--- config.mk ---
export PLATFORM = sky130hd
export DESIGN_NAME = cordic_vector
export DESIGN_NICKNAME = d
export VERILOG_FILES = /design/src/rtl/cordic_vector.sv
export SDC_FILE = /design/constraint.sdc
export NUM_CORES = 1
export LEC_CHECK = 0
export CAP_MARGIN = 5
export CORE_UTILIZATION = 66
export DETAILED_ROUTE_END_ITERATION = 10
export MAX_ROUTING_LAYER = met4
export PLACE_DENSITY_LB_ADDON = 0.05
export SYNTH_ARGS = -nofsm -noshare
export SYNTH_HDL_FRONTEND = slang
export SYNTH_SLANG_ARGS = --single-unit
--- constraint.sdc ---
create_clock -name clk -period 9.5 [get_ports clk]
set_input_delay 1.425 -clock clk [delete_from_list [all_inputs] [get_ports clk]]
set_output_delay 1.425 -clock clk [all_outputs]
set_load 0.1 [all_outputs]
--- src/rtl/cordic_vector.sv ---
// -----------------------------------------------------------------------------
// cordic_vector
//
// Iterative CORDIC in vectoring mode. It computes atan2(y_in, x_in) and the
// length of the vector (x_in, y_in) using one micro-rotation per clock,
// 16 rotations per result.
//
// Ports
//   clk        in   1   rising-edge clock
//   rst_n      in   1   synchronous, active-low reset
//   x_in       in  18   signed Q2.16 vector X
//   y_in       in  18   signed Q2.16 vector Y
//   start      in   1   request; accepted only in IDLE or DONE
//   angle      out 19   signed Q3.16 atan2(y_in, x_in), range [-pi, +pi]
//   magnitude  out 20   unsigned Q4.16 vector length
//   busy       out  1   computation in progress
//   done       out  1   result valid; held until the next accepted start
//
// Configuration
//   CORDIC_GAIN_COMP_EN  When defined, an extra COMP state scales x by 1/K
//                        (39797 in Q0.16) with half-up rounding, which adds
//                        one cycle of latency. When undefined, magnitude is
//                        the raw CORDIC x, which carries the gain K ~= 1.64676.
//
// Latency: done rises 16 edges after the capture edge (17 with compensation).
// -----------------------------------------------------------------------------
module cordic_vector (
  input  logic               clk,
  input  logic               rst_n,
  input  logic signed [17:0] x_in,
  input  logic signed [17:0] y_in,
  input  logic               start,
  output logic signed [18:0] angle,
  output logic        [19:0] magnitude,
  output logic               busy,
  output logic               done
);

  localparam logic signed [18:0] PI_Q16 = 19'sd205887;
`ifdef CORDIC_GAIN_COMP_EN
  localparam logic [16:0] INV_K_Q16 = 17'd39797;
`endif

  typedef enum logic [1:0] {
    S_IDLE = 2'd0,
    S_ITER = 2'd1,
    S_DONE = 2'd2
`ifdef CORDIC_GAIN_COMP_EN
    , S_COMP = 2'd3
`endif
  } state_e;

  // atan(2^-i) in Q2.16.
  function automatic logic signed [18:0] atan_lut(input logic [3:0] idx);
    case (idx)
      4'd0:    atan_lut = 19'sd51472;
      4'd1:    atan_lut = 19'sd30386;
      4'd2:    atan_lut = 19'sd16055;
      4'd3:    atan_lut = 19'sd8150;
      4'd4:    atan_lut = 19'sd4091;
      4'd5:    atan_lut = 19'sd2047;
      4'd6:    atan_lut = 19'sd1024;
      4'd7:    atan_lut = 19'sd512;
      4'd8:    atan_lut = 19'sd256;
      4'd9:    atan_lut = 19'sd128;
      4'd10:   atan_lut = 19'sd64;
      4'd11:   atan_lut = 19'sd32;
      4'd12:   atan_lut = 19'sd16;
      4'd13:   atan_lut = 19'sd8;
      4'd14:   atan_lut = 19'sd4;
      default: atan_lut = 19'sd2;
    endcase
  endfunction

  state_e             state_q, state_d;
  logic        [3:0]  iter_q, iter_d;
  logic signed [20:0] x_q, x_d;
  logic signed [20:0] y_q, y_d;
  logic signed [18:0] z_q, z_d;
  logic               zero_q, zero_d;
  logic signed [18:0] angle_q, angle_d;
  logic        [19:0] mag_q, mag_d;

  logic signed [20:0] x_ext, y_ext;
  logic signed [20:0] x_sh, y_sh;
  logic signed [20:0] x_rot, y_rot;
  logic signed [18:0] z_rot;
  logic signed [18:0] atan_i;
  logic               last_iter;

  assign angle     = angle_q;
  assign magnitude = mag_q;

  // ---------------------------------------------------------------------------
  // State register
  // ---------------------------------------------------------------------------
  // NOTE: sequential state is written with non-blocking assignments so every
  // register in the design samples the values that existed before the edge.
  always_ff @(posedge clk) begin
    if (!rst_n) state_q <= S_IDLE;
    else        state_q <= state_d;
  end

  // ---------------------------------------------------------------------------
  // Next-state logic
  // ---------------------------------------------------------------------------
  assign last_iter = (iter_q == 4'd15);

  // NOTE: every variable driven in a combinational block gets a default at the
  // top, so no path can leave it unassigned and infer a latch.
  always_comb begin
    state_d = state_q;
    case (state_q)
      S_IDLE, S_DONE: if (start) state_d = S_ITER;
      S_ITER: begin
        if (last_iter) begin
`ifdef CORDIC_GAIN_COMP_EN
          state_d = S_COMP;
`else
          state_d = S_DONE;
`endif
        end
      end
`ifdef CORDIC_GAIN_COMP_EN
      S_COMP:  state_d = S_DONE;
`endif
      default: state_d = S_IDLE;
    endcase
  end

  // ---------------------------------------------------------------------------
  // Output decode (Moore)
  // ---------------------------------------------------------------------------
  always_comb begin
    busy = 1'b0;
    done = 1'b0;
    case (state_q)
      S_ITER: busy = 1'b1;
`ifdef CORDIC_GAIN_COMP_EN
      S_COMP: busy = 1'b1;
`endif
      S_DONE: done = 1'b1;
      default: ;
    endcase
  end

  // ---------------------------------------------------------------------------
  // Datapath
  // ---------------------------------------------------------------------------
  // One micro-rotation. The direction drives y toward zero while z accumulates
  // the angle rotated away, so z converges to the input angle.
  always_comb begin
    x_ext  = {{3{x_in[17]}}, x_in};
    y_ext  = {{3{y_in[17]}}, y_in};
    x_sh   = x_q >>> iter_q;
    y_sh   = y_q >>> iter_q;
    atan_i = atan_lut(iter_q);
    if (!y_q[20]) begin
      x_rot = x_q + y_sh;
      y_rot = y_q - x_sh;
      z_rot = z_q + atan_i;
    end else begin
      x_rot = x_q - y_sh;
      y_rot = y_q + x_sh;
      z_rot = z_q - atan_i;
    end
  end

  always_comb begin
    x_d     = x_q;
    y_d     = y_q;
    z_d     = z_q;
    iter_d  = iter_q;
    zero_d  = zero_q;
    angle_d = angle_q;
    mag_d   = mag_q;
    case (state_q)
      S_IDLE, S_DONE: begin
        if (start) begin
          iter_d = 4'd0;
          // The CORDIC only converges within +/-pi/2, so left-half-plane
          // vectors are mirrored through the origin and z starts at +/-pi.
          zero_d = (x_in == '0) && (y_in == '0);
          if (x_in[17]) begin
            x_d = -x_ext;
            y_d = -y_ext;
            z_d = y_in[17] ? -PI_Q16 : PI_Q16;
          end else begin
            x_d = x_ext;
            y_d = y_ext;
            z_d = '0;
          end
        end
      end
      S_ITER: begin
        x_d    = x_rot;
        y_d    = y_rot;
        z_d    = z_rot;
        iter_d = iter_q + 4'd1;
`ifndef CORDIC_GAIN_COMP_EN
        // A zero vector has no defined angle; the captured flag forces an
        // exact zero result instead of whatever the rotations produced.
        if (last_iter) begin
          angle_d = zero_q ? '0 : z_rot;
          mag_d   = zero_q ? '0 : x_rot[19:0];
        end
`endif
      end
`ifdef CORDIC_GAIN_COMP_EN
      S_COMP: begin
        // x is non-negative after the mirroring, so an unsigned product is
        // safe. Q4.16 * Q0.16 = Q4.32; add half an output LSB, keep [3:-16].
        angle_d = zero_q ? '0 : z_q;
        mag_d   = zero_q ? '0 :
                  20'((({17'd0, x_q} * {21'd0, INV_K_Q16}) + 38'd32768) >> 16);
      end
`endif
      default: ;
    endcase
  end

  always_ff @(posedge clk) begin
    if (!rst_n) begin
      iter_q  <= '0;
      x_q     <= '0;
      y_q     <= '0;
      z_q     <= '0;
      zero_q  <= 1'b0;
      angle_q <= '0;
      mag_q   <= '0;
    end else begin
      iter_q  <= iter_d;
      x_q     <= x_d;
      y_q     <= y_d;
      z_q     <= z_d;
      zero_q  <= zero_d;
      angle_q <= angle_d;
      mag_q   <= mag_d;
    end
  end

endmodule

==> results of run 1 <==
cell usage after synthesis, types with 19 or more instances:
cell type                  count  share of area
sky130_fd_sc_hd__mux2i_1      31          0.027
sky130_fd_sc_hd__nand3_1      22         0.0095
sky130_fd_sc_hd__o21a_1       21          0.014
sky130_fd_sc_hd__ha_1         73          0.079
sky130_fd_sc_hd__nand2_1     120          0.039
sky130_fd_sc_hd__clkbuf_1     50          0.016
sky130_fd_sc_hd__a221oi_1     19          0.014
sky130_fd_sc_hd__a21oi_1     117          0.051
sky130_fd_sc_hd__inv_1        37          0.012
sky130_fd_sc_hd__nor2_1      183          0.059
sky130_fd_sc_hd__a21o_1       23          0.015
sky130_fd_sc_hd__mux4_2       20          0.039
sky130_fd_sc_hd__nor3_1       40          0.017
sky130_fd_sc_hd__o21ai_0      72          0.031
sky130_fd_sc_hd__xor2_1       36          0.027
sky130_fd_sc_hd__xnor2_1      84          0.064
sky130_fd_sc_hd__a22oi_1      32          0.021
sky130_fd_sc_hd__dfxtp_1     123           0.21
sky130_fd_sc_hd__mux2_2       19          0.019
power groups by stage:
stage               sequential (mW)  combinational, mW  clock (mW)
floorplan                     0.644               1.52           0
global placement              0.697               1.92           0
detailed placement            0.699               1.94           0
CTS                           0.688               1.97       0.643
global route                  0.700               2.19       0.667
finish                        0.697               2.02       0.648
worst register-to-register path, stage by stage (launching register included):
cell,delay [ps]
sky130_fd_sc_hd__dfxtp_2,640
sky130_fd_sc_hd__buf_4,540
sky130_fd_sc_hd__mux2_2,440
sky130_fd_sc_hd__a221oi_1,830
sky130_fd_sc_hd__a32oi_1,280
sky130_fd_sc_hd__and4b_1,460
sky130_fd_sc_hd__a21oi_1,120
sky130_fd_sc_hd__xnor2_1,160
sky130_fd_sc_hd__ha_1,360
sky130_fd_sc_hd__and4_1,230
sky130_fd_sc_hd__inv_1,70
sky130_fd_sc_hd__o21a_1,110
sky130_fd_sc_hd__o21ai_0,120
sky130_fd_sc_hd__a211oi_1,480
sky130_fd_sc_hd__o211ai_1,190
sky130_fd_sc_hd__nand3_1,130
sky130_fd_sc_hd__or4b_2,580
sky130_fd_sc_hd__a21oi_1,180
flip-flops by register name, indices dropped and copies added, names as in the netlist:
name,flops
iter_q,4
zero_q,1
angle,19
state_q,2
x_q,21
magnitude,20
y_q,21
atan_i,16
z_q,19
through the flow:
step / total power, mW / cells / util / worst slack (ps) / area (µm²)
final: 3.37 / 1694 / 0.748 / 3510 / 12800
after floorplan: 2.16 / 1428 / - / 4240 / 11600
after CTS: 3.30 / 1694 / 0.748 / 3600 / 12800
after detailed placement: 2.64 / 1662 / 0.715 / 3620 / 12300
after global placement: 2.62 / 1662 / 0.715 / 3680 / 12300
after global routing: 3.56 / 1694 / 0.748 / 3180 / 12800
layer usage:
metal	vias up	share of wire	global-route usage
li1	5348	-	-
met1	5411	0.41	0.544
met2	648	0.45	0.648
met3	96	0.092	0.0631
met4	0	0.042	0.202
met5	-	0	-
area by class of cell:
type | count | area [µm²]
clock buffers | 19 | 433
clock inverters | 13 | 134
fillers | 1334 | 4330
inverters | 40 | 150
multi-input cells | 1177 | 8450
flip-flops and latches | 123 | 2470
well taps | 225 | 282
repair buffers | 97 | 926
logic make-up after synthesis:
logic type,synth area share
AOI/OAI and AO/OA,0.249
xor gates and xnor gates,0.0929
adders and majority gates,0.0842
buffers and inverters,0.0554
DFF,0.213
muxes,0.123
and+or+nand+nor,0.183
worst min-delay path by stage:
stage | startpoint | endpoint | slack [ps] | cells past startpoint
final | angle[8] | angle[8] | 460 | 2
after global placement | angle[8] | angle[8] | 440 | 2
after floorplan | y_q[0] | y_q[0] | 450 | 2
after CTS | angle[8] | angle[8] | 460 | 2
after global routing | angle[8] | angle[8] | 470 | 2
after detailed placement | angle[17] | angle[17] | 450 | 2
==> metrics.json, run 1 <==
{
  "run_status": {
    "outcome": "finished, final reports clean"
  },
  "yosys": {
    "yosys_warning_count": 0,
    "synth.cell_area_um2": 11600,
    "number_of_enable_flip_flop_cells_after_synthesis": 0,
    "synthesis.area_per_instance_um2": 8.09,
    "synth-seq-cells": 123,
    "synth_cell_type_count": 75,
    "ys_dominant_reg_cell": "sky130_fd_sc_hd__dfxtp_1",
    "netlist_instances": 1428,
    "asyncSetResetFlopFracSynth": 0,
    "synth.net_count": 1543,
    "sequential_cell_area_fraction_in_the_yosys_report": 0.213
  },
  "clocking": {
    "htreeDepth": 4,
    "tritoncts_clock_tree": "built",
    "cts_setup_buffers": 0,
    "clk_path_buf_depth": 2,
    "clk_transition_reported_paths_ps": 70,
    "numCtsBuffers": 17,
    "tritoncts_num_sinks": 123,
    "ctsHoldBuffers": 0,
    "insertion_delay_ps": 430,
    "clk_root_buffer_cell": "sky130_fd_sc_hd__clkbuf_16",
    "cts_resized": 0
  },
  "sta": {
    "timing.final.crit_period_ps": 5990,
    "timing.final.setup_violations": 0,
    "max_freq_mhz": 167,
    "finClkSkew_ps": 13.3,
    "max_slew.worst_pin.slew_ps": 1100,
    "finalSetupTns_ps": 0,
    "rsz0062_at_grt": "false",
    "fin_crit_sh": 0.631,
    "timing_max_transition_violations_final": 0,
    "worst_hold_slack_ps": 460,
    "hold_violations": 0,
    "timing.max_slew.rel_slack": 0.263
  },
  "critical_path": {
    "critical-path-max-stage-delay_ps": 830,
    "timing.rr.start": "iter_q[1]",
    "crit_chain": "buf_4, mux2_2, a221oi_1, a32oi_1, and4b_1, a21oi_1, xnor2_1, ha_1, and4_1, inv_1, o21a_1, o21ai_0, a211oi_1, o211ai_1, nand3_1, or4b_2, a21oi_1",
    "critical-path-slowest-cell": "sky130_fd_sc_hd__a221oi_1",
    "critical_path_buf_inv_count": 2,
    "crit_type": "reg2reg",
    "worst_setup_path_startpoint": "iter_q[1]",
    "crit-reg2reg-capture": "magnitude[19]",
    "cp-end-kind": "flop",
    "critical_path_required_ps": 9850,
    "critical-path-top-cell-by-count": "sky130_fd_sc_hd__a21oi_1",
    "setup.reg_to_reg.worst_slack_ps": 3510,
    "r2r.worst_path.cells": 17,
    "timing.critical_path.fanout_max": 44,
    "timing.critical_path.to": "magnitude[19]",
    "startpoint_class": "flop",
    "worstSetupPathDepth": 17,
    "timing.critical_path.arrival_ps": 6340,
    "timing.critical_path.max_delay_family": "compound AO/OA/AOI/OAI gates"
  },
  "detailed_routing": {
    "dr.first_iter.drc_count": 1377,
    "wl_per_cell_um": 21.6,
    "route.detailed.vias_per_inst": 6.79,
    "drcViolationCount": 0,
    "drt-pass1-iter-count": 6,
    "drtAntennaViolNets": 0,
    "drt_wl_total_um": 36600,
    "vias": 11500
  },
  "floorplan": {
    "dieArea_um2": 18000,
    "fp.coreArea_um2": 17200,
    "fp.dieH_um": 134,
    "boundaryPins": 80,
    "dieWidth_um": 134,
    "initial_standard_cell_utilization_of_the_core": 0.673,
    "num_rows": 48
  },
  "pwr": {
    "pwr-share-seq": 0.207,
    "power.leakage_nw": 5.14,
    "power_switching_share": 0.473,
    "power.ir.vdd_worst_mv": 0.166,
    "power_report.internal_total_mw": 1.77,
    "combinationalPowerShare": 0.601,
    "clock_power_share": 0.192,
    "cellPowerDensity_nw_per_um2": 262,
    "net-switching-power_mw": 1.59
  },
  "layout": {
    "n_antenna_cell": 0,
    "final_common_cell": "sky130_fd_sc_hd__nor2_1",
    "final_net_count": 1571,
    "area_delta_synth_final_pct": 11.2,
    "post_route_cells_drive_above_1_share": 0.0728,
    "layout_common_cells": "sky130_fd_sc_hd__nor2_1, sky130_fd_sc_hd__nand2_1, sky130_fd_sc_hd__dfxtp_1"
  },
  "grt": {
    "global_route_wire_length_before_repair_um": 57400,
    "number_of_antenna_violations_at_the_first_check_in_global_routing": 0,
    "grt.total_usage": 0.422,
    "grt_start_max_net_pins": 74,
    "number_of_global_route_vias_before_repair": 10700,
    "globalRouteOverflowTotal": 0
  },
  "min_path": {
    "hp-class": "reg2reg"
  },
  "job": {
    "maxCapViolCount": 0
  },
  "place": {
    "portBuffers": 79,
    "place_congestion": 1.03,
    "dp.final_hpwl_um": 26500
  }
}
Power figures use the tool's default switching activity.
==> inputs of run 2 (changes only) <==
Settings changed: CORE_UTILIZATION 66 to 61.
Clock period 9.5 ns to 5.52 ns, I/O delays scaled along.
==> metrics.json, run 2 (synthesis results as in run 1) <==
{
  "sta": {
    "timing.final.setup_violations": 0,
    "timing_max_transition_violations_final": 0,
    "timing.final.crit_period_ps": 5250,
    "finalSetupTns_ps": 0,
    "timing.max_slew.rel_slack": 0.334,
    "fin_crit_sh": 0.951,
    "max_slew.worst_pin.slew_ps": 995,
    "rsz0062_at_grt": "false",
    "hold_violations": 0,
    "max_freq_mhz": 191,
    "finClkSkew_ps": 12.3
  },
  "floorplan": {
    "dieArea_um2": 19500,
    "initial_standard_cell_utilization_of_the_core": 0.632,
    "fp.dieH_um": 140,
    "num_rows": 49,
    "dieWidth_um": 140,
    "fp.coreArea_um2": 18300,
    "boundaryPins": 80
  },
  "clocking": {
    "insertion_delay_ps": 430,
    "tritoncts_clock_tree": "built",
    "numCtsBuffers": 17,
    "ctsHoldBuffers": 0,
    "clk_path_buf_depth": 2,
    "clk_transition_reported_paths_ps": 60,
    "tritoncts_num_sinks": 123,
    "htreeDepth": 4,
    "clk_root_buffer_cell": "sky130_fd_sc_hd__clkbuf_16"
  },
  "critical_path": {
    "cp-end-kind": "flop",
    "timing.critical_path.fanout_max": 12,
    "timing.rr.start": "iter_q[0]",
    "startpoint_class": "flop",
    "critical_path_required_ps": 5820,
    "crit_type": "reg2reg",
    "timing.critical_path.arrival_ps": 5550,
    "r2r.worst_path.cells": 20,
    "setup.reg_to_reg.worst_slack_ps": 270,
    "crit-reg2reg-capture": "y_q[19]",
    "worst_setup_path_startpoint": "iter_q[0]",
    "timing.critical_path.to": "y_q[19]"
  },
  "min_path": {
    "worstHoldPathCells": 2,
    "hold_path_origin": "angle[17]",
    "hp-class": "reg2reg"
  },
  "pwr": {
    "power.ir.vdd_worst_mv": 0.241,
    "power.leakage_nw": 5.32,
    "cellPowerDensity_nw_per_um2": 450
  },
  "grt": {
    "global_route_wire_length_before_repair_um": 57500,
    "grt.total_usage": 0.386,
    "grt_start_max_net_pins": 61,
    "globalRouteOverflowTotal": 0,
    "number_of_antenna_violations_at_the_first_check_in_global_routing": 0,
    "number_of_global_route_vias_before_repair": 10700
  },
  "place": {
    "postPlaceCellArea_um2": 12500,
    "place_congestion": 0.973,
    "dp.final_hpwl_um": 26600,
    "portBuffers": 79
  },
  "detailed_routing": {
    "drt_wl_total_um": 36200,
    "dr.first_iter.drc_count": 1299,
    "drcViolationCount": 0,
    "drt-pass1-iter-count": 9,
    "wl_per_cell_um": 21.0,
    "vias": 11600,
    "drtAntennaViolNets": 0,
    "route.detailed.vias_per_inst": 6.71
  },
  "layout": {
    "non_filler_cell_area_final_um2": 13100,
    "layout_common_cells": "sky130_fd_sc_hd__nor2_1, sky130_fd_sc_hd__nand2_1, sky130_fd_sc_hd__dfxtp_1",
    "final_net_count": 1601,
    "final_common_cell": "sky130_fd_sc_hd__nor2_1",
    "n_antenna_cell": 0,
    "post_route_cells_drive_above_1_share": 0.0941,
    "area_delta_synth_final_pct": 13.8
  },
  "run_status": {
    "outcome": "finished, final reports clean"
  },
  "job": {
    "maxCapViolCount": 0
  }
}
## run 2: cell types whose count changed in the layout (fill, tap and decap cells not counted), sizes merged
cell	before	now
bufinv	1	3
buf	18	49
clkinv	7	6
clkdlybuf4s50	79	78
clkbuf	19	17
## run 2: cell type report
type	count	area, µm²
Clock buffer	17	425
Clock inverter	14	185
Fill cell	1455	5120
Inverter	40	150
Multi-Input combinational cell	1177	8480
Sequential cell	123	2470
Tap cell	229	287
Timing Repair Buffer	127	1150
## run 2: routing by layer
layer  vias up  global-route usage  share of wire
li1       5418                   -              -
met1      5478               0.502           0.42
met2       603               0.596           0.46
met3        97              0.0692          0.092
met4         0               0.153          0.036
met5         -                   -              0
## run 2: repair_timing
item / CTS / global route
setup buffers: 0 / 1
setup endpoints to repair: 0 / 11
gates resized for setup: 0 / 6
## run 2: worst min path at each step
stage                            to  slack (ps)
after floorplan              y_q[0]         450
final                     angle[17]         460
after global routing      angle[17]         490
after CTS                 angle[17]         460
after detailed placement  angle[17]         450
after global placement    angle[17]         450
## run 2: critical path: stages (launching register included)
cell                       delay, ps
sky130_fd_sc_hd__dfxtp_4         480
sky130_fd_sc_hd__buf_6           210
sky130_fd_sc_hd__mux4_2          550
sky130_fd_sc_hd__mux2i_1         240
sky130_fd_sc_hd__mux2_2          240
sky130_fd_sc_hd__ha_1            210
sky130_fd_sc_hd__nand2_1          90
sky130_fd_sc_hd__o221ai_2        210
sky130_fd_sc_hd__nor4b_4         300
sky130_fd_sc_hd__and4_1          280
sky130_fd_sc_hd__a21oi_1          90
sky130_fd_sc_hd__xor2_1          220
sky130_fd_sc_hd__ha_1            240
sky130_fd_sc_hd__a21o_1          180
sky130_fd_sc_hd__a21o_1          190
sky130_fd_sc_hd__a2111o_1        400
sky130_fd_sc_hd__a21o_1          180
sky130_fd_sc_hd__and3_1          160
sky130_fd_sc_hd__a211oi_1        240
sky130_fd_sc_hd__nor3_1           60
sky130_fd_sc_hd__or3_1           360
## run 2: per-stage QoR
| step | hold WS, ps | cells | worst slack (ps) | power, mW | util |
|---|---|---|---|---|---|
| 2_1_floorplan | 451 | 1428 | 259 | 3.72 | - |
| 3_3_place_gp | 446 | 1695 | 290 | 4.56 | 0.684 |
| 3_5_place_dp | 449 | 1695 | 130 | 4.59 | 0.684 |
| 4_1_cts | 458 | 1726 | 31.4 | 5.81 | 0.718 |
| 5_1_grt | 487 | 1727 | 41.1 | 6.28 | 0.720 |
| 6_report | 457 | 1727 | 273 | 5.91 | 0.720 |
## run 2: where the power goes
part           internal (mW)  total (mW)  switching [mW]
combinational           1.50        3.54            2.04
sequential             0.994        1.18           0.189
clock                  0.720        1.19           0.473
total                   3.21        5.91            2.70
